--- src/rtl/cpu_pkg.sv ---
// Shared definitions for the multicycle CPU control path: FSM states,
// instruction field codes and datapath mux encodings.
package cpu_pkg;

    typedef enum logic [3:0] {
        S_FETCH   = 4'd0,
        S_DECODE  = 4'd1,
        S_MEMADR  = 4'd2,
        S_MEMRD   = 4'd3,
        S_MEMWB   = 4'd4,
        S_MEMWR   = 4'd5,
        S_EXECR   = 4'd6,
        S_EXECI   = 4'd7,
        S_ALUWB   = 4'd8,
        S_BRANCH  = 4'd9,
        S_DIVWAIT = 4'd10
    } state_t;

    localparam logic [1:0] OP_DP  = 2'b00;
    localparam logic [1:0] OP_BR  = 2'b01;
    localparam logic [1:0] OP_MEM = 2'b10;

    localparam logic [2:0] CMD_ADD = 3'b000;
    localparam logic [2:0] CMD_MUL = 3'b001;
    localparam logic [2:0] CMD_DIV = 3'b010;
    localparam logic [2:0] CMD_MOD = 3'b011;
    localparam logic [2:0] CMD_MOV = 3'b100;
    localparam logic [2:0] CMD_EQV = 3'b101;

    localparam logic [2:0] ALU_ADD = 3'b000;
    localparam logic [2:0] ALU_EQV = 3'b001;
    localparam logic [2:0] ALU_MUL = 3'b010;
    localparam logic [2:0] ALU_DIV = 3'b011;
    localparam logic [2:0] ALU_MOD = 3'b100;
    localparam logic [2:0] ALU_MOV = 3'b101;

    localparam logic [1:0] RES_ALUOUT = 2'b00;
    localparam logic [1:0] RES_MEM    = 2'b01;
    localparam logic [1:0] RES_ALU    = 2'b10;

    localparam logic [1:0] SRCB_REG  = 2'b00;
    localparam logic [1:0] SRCB_IMM  = 2'b01;
    localparam logic [1:0] SRCB_FOUR = 2'b10;

endpackage

--- src/rtl/multicycle_controller_if.sv ---
// Control bus between the multicycle controller and the datapath / divider.
interface multicycle_controller_if;
    logic [1:0] Op;
    logic [4:0] Funct;
    logic [3:0] Rd;
    logic       cond_ex;
    logic       div_done;
    logic       IRWrite;
    logic       AdrSrc;
    logic       PCWrite;
    logic       RegWrite;
    logic       MemWrite;
    logic       ALUSrcA;
    logic [1:0] ALUSrcB;
    logic [1:0] ResultSrc;
    logic [1:0] ImmSrc;
    logic [1:0] RegSrc;
    logic [2:0] ALUControl;
    logic [1:0] FlagW;
    logic       div_start;
    logic       illegal;
    logic       div_abort;
    logic [3:0] state;

    modport master (
        input  Op, Funct, Rd, cond_ex, div_done,
        output IRWrite, AdrSrc, PCWrite, RegWrite, MemWrite, ALUSrcA, ALUSrcB,
               ResultSrc, ImmSrc, RegSrc, ALUControl, FlagW, div_start,
               illegal, div_abort, state
    );

    modport slave (
        output Op, Funct, Rd, cond_ex, div_done,
        input  IRWrite, AdrSrc, PCWrite, RegWrite, MemWrite, ALUSrcA, ALUSrcB,
               ResultSrc, ImmSrc, RegSrc, ALUControl, FlagW, div_start,
               illegal, div_abort, state
    );
endinterface

--- src/rtl/alu_cmd_map.sv ---
// Decodes the DP cmd field into the ALU operation and its write/divider attributes.
module alu_cmd_map
    import cpu_pkg::*;
(
    input  logic [2:0] cmd,
    output logic [2:0] alu_control,
    output logic       no_write,
    output logic       is_div,
    output logic       legal
);
    always_comb begin
        alu_control = ALU_ADD;
        no_write    = 1'b0;
        is_div      = 1'b0;
        legal       = 1'b1;
        case (cmd)
            CMD_ADD: alu_control = ALU_ADD;
            CMD_MUL: alu_control = ALU_MUL;
            CMD_DIV: begin alu_control = ALU_DIV; is_div = 1'b1; end
            CMD_MOD: begin alu_control = ALU_MOD; is_div = 1'b1; end
            CMD_MOV: alu_control = ALU_MOV;
            CMD_EQV: begin alu_control = ALU_EQV; no_write = 1'b1; end
            default: legal = 1'b0;
        endcase
    end
endmodule

--- src/rtl/multicycle_controller.sv ---
// Main control FSM of the multicycle CPU: sequences the shared ALU, register
// file and memory port, and handshakes with the iterative divider.
module multicycle_controller
    import cpu_pkg::*;
#(
    parameter int PC_REG      = 9,
    parameter int DIV_TIMEOUT = 64
) (
    input  logic                    clk,
    input  logic                    reset,
    multicycle_controller_if.master bus
);
    localparam int CW = (DIV_TIMEOUT > 2) ? $clog2(DIV_TIMEOUT) : 1;
    localparam logic [CW-1:0] CNT_LAST = CW'(DIV_TIMEOUT - 1);

    state_t        state_reg, state_next;
    logic [CW-1:0] cnt_reg, cnt_next;

    logic [2:0] map_alu;
    logic       map_no_write, map_is_div, map_legal;

    logic       ir_write, adr_src, pc_write, reg_write, mem_write, alu_src_a;
    logic [1:0] alu_src_b, result_src, imm_src, reg_src, flag_w;
    logic [2:0] alu_control;
    logic       div_start_c, illegal_c, div_abort_c;

    alu_cmd_map u_map (
        .cmd         (bus.Funct[3:1]),
        .alu_control (map_alu),
        .no_write    (map_no_write),
        .is_div      (map_is_div),
        .legal       (map_legal)
    );

    always_ff @(posedge clk or posedge reset) begin
        if (reset) begin
            state_reg <= S_FETCH;
            cnt_reg   <= '0;
        end else begin
            state_reg <= state_next;
            cnt_reg   <= cnt_next;
        end
    end

    always_comb begin
        state_next  = state_reg;
        cnt_next    = '0;
        ir_write    = 1'b0;
        adr_src     = 1'b0;
        pc_write    = 1'b0;
        reg_write   = 1'b0;
        mem_write   = 1'b0;
        alu_src_a   = 1'b0;
        alu_src_b   = SRCB_REG;
        result_src  = RES_ALUOUT;
        imm_src     = 2'b00;
        reg_src     = 2'b00;
        alu_control = ALU_ADD;
        flag_w      = 2'b00;
        div_start_c = 1'b0;
        illegal_c   = 1'b0;
        div_abort_c = 1'b0;

        // Extension/read selects stay valid after DECODE so EXECI/MEMADR/BRANCH see the right immediate.
        if (state_reg != S_FETCH) begin
            case (bus.Op)
                OP_BR:   begin reg_src = 2'b01; imm_src = 2'b10; end
                OP_MEM:  begin reg_src = 2'b10; imm_src = 2'b01; end
                default: ;
            endcase
        end

        case (state_reg)
            S_FETCH: begin
                ir_write   = 1'b1;
                alu_src_a  = 1'b1;
                alu_src_b  = SRCB_FOUR;
                result_src = RES_ALU;
                pc_write   = 1'b1;
                state_next = S_DECODE;
            end
            S_DECODE: begin
                alu_src_a  = 1'b1;
                alu_src_b  = SRCB_FOUR;
                result_src = RES_ALU;
                case (bus.Op)
                    OP_MEM:  state_next = S_MEMADR;
                    OP_DP:   state_next = bus.Funct[4] ? S_EXECI : S_EXECR;
                    OP_BR:   state_next = S_BRANCH;
                    default: begin illegal_c = 1'b1; state_next = S_FETCH; end
                endcase
            end
            S_MEMADR: begin
                alu_src_b  = SRCB_IMM;
                state_next = bus.Funct[0] ? S_MEMRD : S_MEMWR;
            end
            S_MEMRD: begin
                adr_src    = 1'b1;
                state_next = S_MEMWB;
            end
            S_MEMWB: begin
                result_src = RES_MEM;
                reg_write  = bus.cond_ex;
                state_next = S_FETCH;
            end
            S_MEMWR: begin
                adr_src    = 1'b1;
                mem_write  = bus.cond_ex;
                state_next = S_FETCH;
            end
            S_EXECR, S_EXECI: begin
                alu_src_b   = (state_reg == S_EXECI) ? SRCB_IMM : SRCB_REG;
                alu_control = map_alu;
                if (!map_legal) begin
                    illegal_c  = 1'b1;
                    state_next = S_FETCH;
                end else if (map_is_div) begin
                    div_start_c = 1'b1;
                    state_next  = S_DIVWAIT;
                end else begin
                    state_next = S_ALUWB;
                end
            end
            S_DIVWAIT: begin
                alu_control = map_alu;
                // A completing divide beats a timeout landing in the same cycle.
                if (bus.div_done) begin
                    state_next = S_ALUWB;
                end else if (cnt_reg == CNT_LAST) begin
                    div_abort_c = 1'b1;
                    state_next  = S_FETCH;
                end else begin
                    cnt_next = cnt_reg + CW'(1);
                end
            end
            S_ALUWB: begin
                alu_control = map_alu;
                reg_write   = bus.cond_ex & ~map_no_write;
                pc_write    = reg_write & (bus.Rd == 4'(PC_REG));
                flag_w      = {2{bus.Funct[0] & bus.cond_ex}};
                state_next  = S_FETCH;
            end
            S_BRANCH: begin
                alu_src_b  = SRCB_IMM;
                result_src = RES_ALU;
                pc_write   = bus.cond_ex;
                state_next = S_FETCH;
            end
            default: state_next = S_FETCH;
        endcase
    end

    assign bus.IRWrite    = ir_write & ~reset;
    assign bus.PCWrite    = pc_write & ~reset;
    assign bus.RegWrite   = reg_write & ~reset;
    assign bus.MemWrite   = mem_write & ~reset;
    assign bus.FlagW      = flag_w & {2{~reset}};
    assign bus.div_start  = div_start_c & ~reset;
    assign bus.illegal    = illegal_c & ~reset;
    assign bus.div_abort  = div_abort_c & ~reset;
    assign bus.AdrSrc     = adr_src;
    assign bus.ALUSrcA    = alu_src_a;
    assign bus.ALUSrcB    = alu_src_b;
    assign bus.ResultSrc  = result_src;
    assign bus.ImmSrc     = imm_src;
    assign bus.RegSrc     = reg_src;
    assign bus.ALUControl = alu_control;
    assign bus.state      = state_reg;
endmodule
--- src/flat_wrapper.sv ---
// flat-port wrapper written by rule: the top's interface ports become plain ports
module multicycle_controller_flat import cpu_pkg::*;
#(
    parameter int PC_REG      = 9,
    parameter int DIV_TIMEOUT = 64
)
  (clk, reset, bus_Op, bus_Funct, bus_Rd, bus_cond_ex, bus_div_done, bus_IRWrite, bus_AdrSrc, bus_PCWrite, bus_RegWrite, bus_MemWrite, bus_ALUSrcA, bus_ALUSrcB, bus_ResultSrc, bus_ImmSrc, bus_RegSrc, bus_ALUControl, bus_FlagW, bus_div_start, bus_illegal, bus_div_abort, bus_state);
  multicycle_controller_if bus_i ();
  input  logic clk;
  input  logic reset;
  input wire logic [$bits(bus_i.Op)-1:0] bus_Op;
  input wire logic [$bits(bus_i.Funct)-1:0] bus_Funct;
  input wire logic [$bits(bus_i.Rd)-1:0] bus_Rd;
  input wire logic [$bits(bus_i.cond_ex)-1:0] bus_cond_ex;
  input wire logic [$bits(bus_i.div_done)-1:0] bus_div_done;
  output wire logic [$bits(bus_i.IRWrite)-1:0] bus_IRWrite;
  output wire logic [$bits(bus_i.AdrSrc)-1:0] bus_AdrSrc;
  output wire logic [$bits(bus_i.PCWrite)-1:0] bus_PCWrite;
  output wire logic [$bits(bus_i.RegWrite)-1:0] bus_RegWrite;
  output wire logic [$bits(bus_i.MemWrite)-1:0] bus_MemWrite;
  output wire logic [$bits(bus_i.ALUSrcA)-1:0] bus_ALUSrcA;
  output wire logic [$bits(bus_i.ALUSrcB)-1:0] bus_ALUSrcB;
  output wire logic [$bits(bus_i.ResultSrc)-1:0] bus_ResultSrc;
  output wire logic [$bits(bus_i.ImmSrc)-1:0] bus_ImmSrc;
  output wire logic [$bits(bus_i.RegSrc)-1:0] bus_RegSrc;
  output wire logic [$bits(bus_i.ALUControl)-1:0] bus_ALUControl;
  output wire logic [$bits(bus_i.FlagW)-1:0] bus_FlagW;
  output wire logic [$bits(bus_i.div_start)-1:0] bus_div_start;
  output wire logic [$bits(bus_i.illegal)-1:0] bus_illegal;
  output wire logic [$bits(bus_i.div_abort)-1:0] bus_div_abort;
  output wire logic [$bits(bus_i.state)-1:0] bus_state;
  assign bus_i.Op = bus_Op;
  assign bus_i.Funct = bus_Funct;
  assign bus_i.Rd = bus_Rd;
  assign bus_i.cond_ex = bus_cond_ex;
  assign bus_i.div_done = bus_div_done;
  assign bus_IRWrite = bus_i.IRWrite;
  assign bus_AdrSrc = bus_i.AdrSrc;
  assign bus_PCWrite = bus_i.PCWrite;
  assign bus_RegWrite = bus_i.RegWrite;
  assign bus_MemWrite = bus_i.MemWrite;
  assign bus_ALUSrcA = bus_i.ALUSrcA;
  assign bus_ALUSrcB = bus_i.ALUSrcB;
  assign bus_ResultSrc = bus_i.ResultSrc;
  assign bus_ImmSrc = bus_i.ImmSrc;
  assign bus_RegSrc = bus_i.RegSrc;
  assign bus_ALUControl = bus_i.ALUControl;
  assign bus_FlagW = bus_i.FlagW;
  assign bus_div_start = bus_i.div_start;
  assign bus_illegal = bus_i.illegal;
  assign bus_div_abort = bus_i.div_abort;
  assign bus_state = bus_i.state;
  multicycle_controller #(.PC_REG(PC_REG), .DIV_TIMEOUT(DIV_TIMEOUT)) u_core (.clk(clk), .reset(reset), .bus(bus_i));
endmodule
--- config.mk ---
export PLATFORM = sky130hd
export DESIGN_NAME = multicycle_controller_flat
export DESIGN_NICKNAME = d
export VERILOG_FILES = /design/src/rtl/cpu_pkg.sv /design/src/rtl/multicycle_controller_if.sv /design/src/rtl/alu_cmd_map.sv /design/src/rtl/multicycle_controller.sv /design/src/flat_wrapper.sv
export SDC_FILE = /design/constraint.sdc
export NUM_CORES = 1
export LEC_CHECK = 0
export ABC_AREA = 1
export CAP_MARGIN = 20
export CELL_PAD_IN_SITES_DETAIL_PLACEMENT = 1
export CELL_PAD_IN_SITES_GLOBAL_PLACEMENT = 1
export CORE_AREA = 2 2 63 65
export DETAILED_ROUTE_END_ITERATION = 12
export DIE_AREA = 0 0 65 67
export PLACE_DENSITY = 0.71
export SLEW_MARGIN = 20
export SYNTH_ARGS = -nofsm -noshare
export SYNTH_HDL_FRONTEND = slang
export SYNTH_SLANG_ARGS = --single-unit
--- constraint.sdc ---
create_clock -name clk -period 1.4 [get_ports clk]
set_clock_uncertainty 0.2 [all_clocks]
set_input_delay 0.21 -clock clk [delete_from_list [all_inputs] [get_ports clk]]
set_output_delay 0.21 -clock clk [all_outputs]
set_load 0.01 [all_outputs]
Word-level counts from Yosys, hierarchy flattened
Cells that the tools add are included.
Widths: inputs -> output; s select.
- logic and storage cells: 88
- output and inout bits: 26
- bits of input ports: 15
- register bits: 10
- reduce and logical (&&, ||, !) cells: 13
- bitwise operators: 13
- mux-type cells: 39
- eq/ne operators: 20
- add/subtract/negate cells: 1
- operators by type and width (kind ; number):
    $pmux 4 s6 ; 1
    $mux 6 ; 3
    $mux 1 ; 17
    $eq 4x3->1 const B ; 4
    $eq 4x4->1 const B ; 4
    $pmux 3 s5 ; 1
    $mux 4 ; 3
    $pmux 2 s2 ; 3
    $pmux 4 s3 ; 1
    $and 1x1->1 ; 10
    $reduce_or 2->1 ; 5
    $eq 4x2->1 const B ; 2
    $mux 2 ; 4
    $add 6x1->6 const B ; 1
    $eq 3x2->1 const B ; 2
    $eq 3x3->1 const B ; 2
    $eq 6x6->1 const B ; 1
    $mux 3 ; 2
    $pmux 2 s3 ; 1
    $reduce_or 3->1 ; 2
    $reduce_or 6->1 ; 1
    $eq 4x1->1 const B ; 1
    $logic_not 4->1 ; 1
    $pmux 1 s2 ; 2
    11 further kinds ; 12

Longest topological paths before layout
- word-level depth: 7
- gate-level depth with buffers: 8
- depth with buffers taken out: 8

Modules after synthesis
Synthesis repeated with hierarchy kept, for this count alone.
- cells, all modules: 142
- area total of the unflattened synthesis: 887.1 um^2
- by module, submodules not included (module ; area an instance (um^2) ; seq. area each (um^2) ; times used ; cells an instance):
    multicycle_controller ; 820.8 ; 250.2 ; 1 ; 127
    alu_cmd_map ; 66.3 ; 0.0 ; 1 ; 15

Least setup slack after synthesis
OpenSTA, ideal clock, no wires.
- kind: reg-to-output
- start point: register u_core.state_reg[0], in the netlist u_core.bus.state[0]
- end point: output bus_FlagW[1]
- required time: 0.990 ns
- arrival time: 1.415 ns
- stages on the path, launching flop included: 6
- path slack: -0.425 ns
- cell sequence: dfrtp_1 buf_4 nor2_1 nand2_1 nor4_1 buf_4
- cells in the longest elaborated chain, start to end: 3
- RTL lines (item ; RTL line ; RTL):
    start, declared ; multicycle_controller.sv:16 ; state_t state_reg, state_next;
    start signal, assigned ; multicycle_controller.sv:40 ; state_reg <= state_next;
    $eq 4x4->1 ; multicycle_controller.sv:73 ; case (state_reg)
    $mux 2 ; multicycle_controller.sv:73 ;
    $and 2x2->2 ; multicycle_controller.sv:157 ; assign bus.FlagW = flag_w & {2{~reset}};
    end, declared ; flat_wrapper.sv:27 ; output wire logic [$bits(bus_i.FlagW)-1:0] bus_FlagW;
Every way passes these cells.

Worst setup path in the final report
- start point: register u_core.state_reg[2], in the netlist u_core.bus.state[2]
- end point: output bus_FlagW[1]
The elaborated chain is that of the path after synthesis.

==> flow_metrics.tcl <==
set metrics [dict create \
    status "finished, violations left" \
    violations "negative setup slack" \
    switchingPower_mw 1.517 \
    initial_core_util_pct 23.49 \
    preCtsSetupSlack_ns -0.9668 \
    slew_headroom_pct 78.26 \
    antenna_found_initial 0 \
    crit_type "reg2out" \
    p_int_mw 2.042 \
    cpMostUsedCell "buf_6" \
    final_cell_mix "buf_6, buf_4, nand2_1" \
    syn_inst 130 \
    synth_warnings 0 \
    power.density_mw_per_mm2 1757 \
    power_frac_seq_pct 12.9 \
    cts_tree "built" \
    insertion_delay_ns 0.24 \
    clk_pin_slew_ns 0.05 \
    reg2reg_slack_ns -0.29 \
    h-tree-depth 1 \
    grt-ovfl-total 0 \
    crit_fanout 4 \
    setup_slack_ns -0.5307 \
    drc 0 \
    dpl.hpwl_mm 2.796 \
    gp_congestion 0.7774 \
    track_usage_pct 18.80 \
    path_cells "buf_6, nor2_4, nand2_2, buf_6, nor4_4, buf_2" \
    routed_wl_mm 4.152 \
    final_max_slew_viol_count 0 \
    largest_reg_flops 6 \
    avgSynthCellArea_um2 6.516 \
    io_buffer_count 40 \
    rows 22 \
    ir_worst_vdd_uv 591.2 \
    cts_hold_buf 0 \
    nets 244 \
    drtIter0Drc 35 \
    diodes 0 \
    antenna_left 0 \
    first_pass_iters 4 \
    post-route-min-period_ns 1.931 \
    max_slew.worst_pin.slew_ns 0.3227 \
    period_share_pct 137.9 \
    setup_violations 35 \
    final_common_cell "buf_6" \
    fmax_mhz 518.0 \
    grt_max_degree 11 \
    final_area_mm2 0.002026 \
    final_hold_viol_count 0 \
    rr_endpoint "u_core.cnt_reg[3]" \
    dieWidth_um 65 \
    worst_setup_path_end_kind "output port" \
    cts_sinks 10 \
    vias_per_cell 4.412 \
    r2r_cells 8 \
    grt_pass1_wl_mm 6.065 \
    vias 1200 \
    placed_area_mm2 0.001667 \
    clockBufferDepth 2 \
    syn_to_final_growth_pct 139.1 \
    power_frac_comb_pct 76.7 \
    synth_seq_area_share_pct 29.54 \
    crit_required_ns 0.99 \
    cts_root_buf "clkbuf_8" \
    critical-path-max-stage-delay_ns 0.45 \
    critPathLaunchType "flop" \
    swShare_pct 42.62 \
    die_area_mm2 0.004355 \
    pwr-share-clk_pct 10.4 \
    drive_above_1_share_pct 64.73 \
    grt_pass1_vias 1247 \
    hold_path.class "in2async" \
    p_total_mw 3.558 \
    ys_seq_elements 10 \
    die_height_um 67 \
    ys_types 24 \
    crit_slowest_cell "dfrtp_2" \
    io_pins 41 \
    syn_nets 149 \
    endpoint "bus_FlagW[1]" \
    core_mm2 0.003606 \
    rsz0062_at_grt "true" \
    worstPathArrival_ns 1.52 \
    cap_violations 0 \
    rr_startpoint "u_core.bus.state[2]" \
    post_drt_wl_per_cell_um 15.26 \
    p_leak_nw 0.9616 \
    numCtsBuffers 3 \
    fin_cells 272 \
    crit_start "u_core.bus.state[2]" \
    place_inst 252 \
    synth_area_um2 847.1 \
]
[layer usage]
layer  wire, µm  share of wire, %  GRT usage, %  vias to the layer above
met5          0                 0             0                        -
met4         99               2.4         6.383                        0
met3        151               3.6         3.209                        8
met2       2227                54         35.18                       27
met1       1674                40         21.39                      575
li1           -                 -             -                      590
[kinds of logic after synthesis]
group,after synthesis,synth area share [%]
AOI/OAI and AO/OA,11,7.090
DFF,10,29.54
buffers and inverters,28,14.18
and+or+nand+nor,76,42.24
xor gates and xnor gates,1,1.034
adders and majority gates,4,5.909
[cell type report]
type                            count  area [µm²]
Fill cell                         437        1580
Timing Repair Buffer               94       817.0
Clock buffer                        4       55.05
Inverter                           24       97.59
Tap cell                           48       60.06
Sequential cell                    10       255.2
Multi-Input combinational cell     92       740.7
[power by group through the flow]
stage	clock network (mW)	logic (mW)	registers, mW
3_3_place_gp	0	1.78	0.453
6_report	0.372	2.73	0.458
2_1_floorplan	0	0.800	0.445
3_5_place_dp	0	1.83	0.460
5_1_grt	0.393	2.89	0.465
4_1_cts	0.362	2.13	0.448
[worst min path at each step]
stage	depth (start not counted)	slack, ns	to	from
after floorplan	1	-0.13	u_core.bus.state[0]	reset
after global placement	2	0.31	u_core.cnt_reg[0]	u_core.cnt_reg[0]
after detailed placement	2	0.34	u_core.cnt_reg[0]	u_core.cnt_reg[0]
after CTS	4	0.32	u_core.cnt_reg[2]	reset
after global routing	4	0.35	u_core.cnt_reg[2]	reset
final	4	0.30	u_core.bus.state[1]	reset
[cell usage after synthesis]
library cell  number  area [µm²]
nand4_1            2       12.51
nor4_1             1       6.260
nand3_1            9       45.04
nor3b_2            1       12.51
o22ai_1            1       6.260
nor2_4             2       22.52
buf_4              4       30.03
nand2_2            1       6.260
ha_1               4       50.05
nor3_2             1       10.01
inv_1             23       86.33
nor3_1             5       25.02
dfrtp_1           10       250.2
a31oi_1            1       6.260
o21ai_0            3       15.01
and3_1             1       6.260
inv_2              1       3.750
xnor2_1            1       8.760
nor2_2             2       12.51
a21oi_1            5       25.02
nor2_1            21       78.83
o211ai_1           1       7.510
nand2_4            1       11.26
nand2_1           29       108.9
[critical path: cells and delay by family, from the launching register on]
| kind | cells | cell delay [ns] |
|---|---|---|
| AND/OR/NAND/NOR | 3 | 0.38 |
| flip-flops | 1 | 0.45 |
| buffers and inverters | 3 | 0.44 |
[repair_timing]
item                       in CTS  in global routing
setup endpoints to repair      34                 34
pin swaps                      18                  9
buffers inserted               13                  6
resized for setup             144                 41
[through the flow]
stage,TNS [ns],hold slack (ns),util [%]
6_report,-11.35,0.3045,56.18
5_1_grt,-13.44,0.3484,56.18
4_1_cts,-9.582,0.3219,51.70
3_5_place_dp,-15.90,0.3361,46.22
3_3_place_gp,-14.87,0.3127,46.22
2_1_floorplan,-0.9546,-0.1262,-
(Power assumes the default switching activity.)
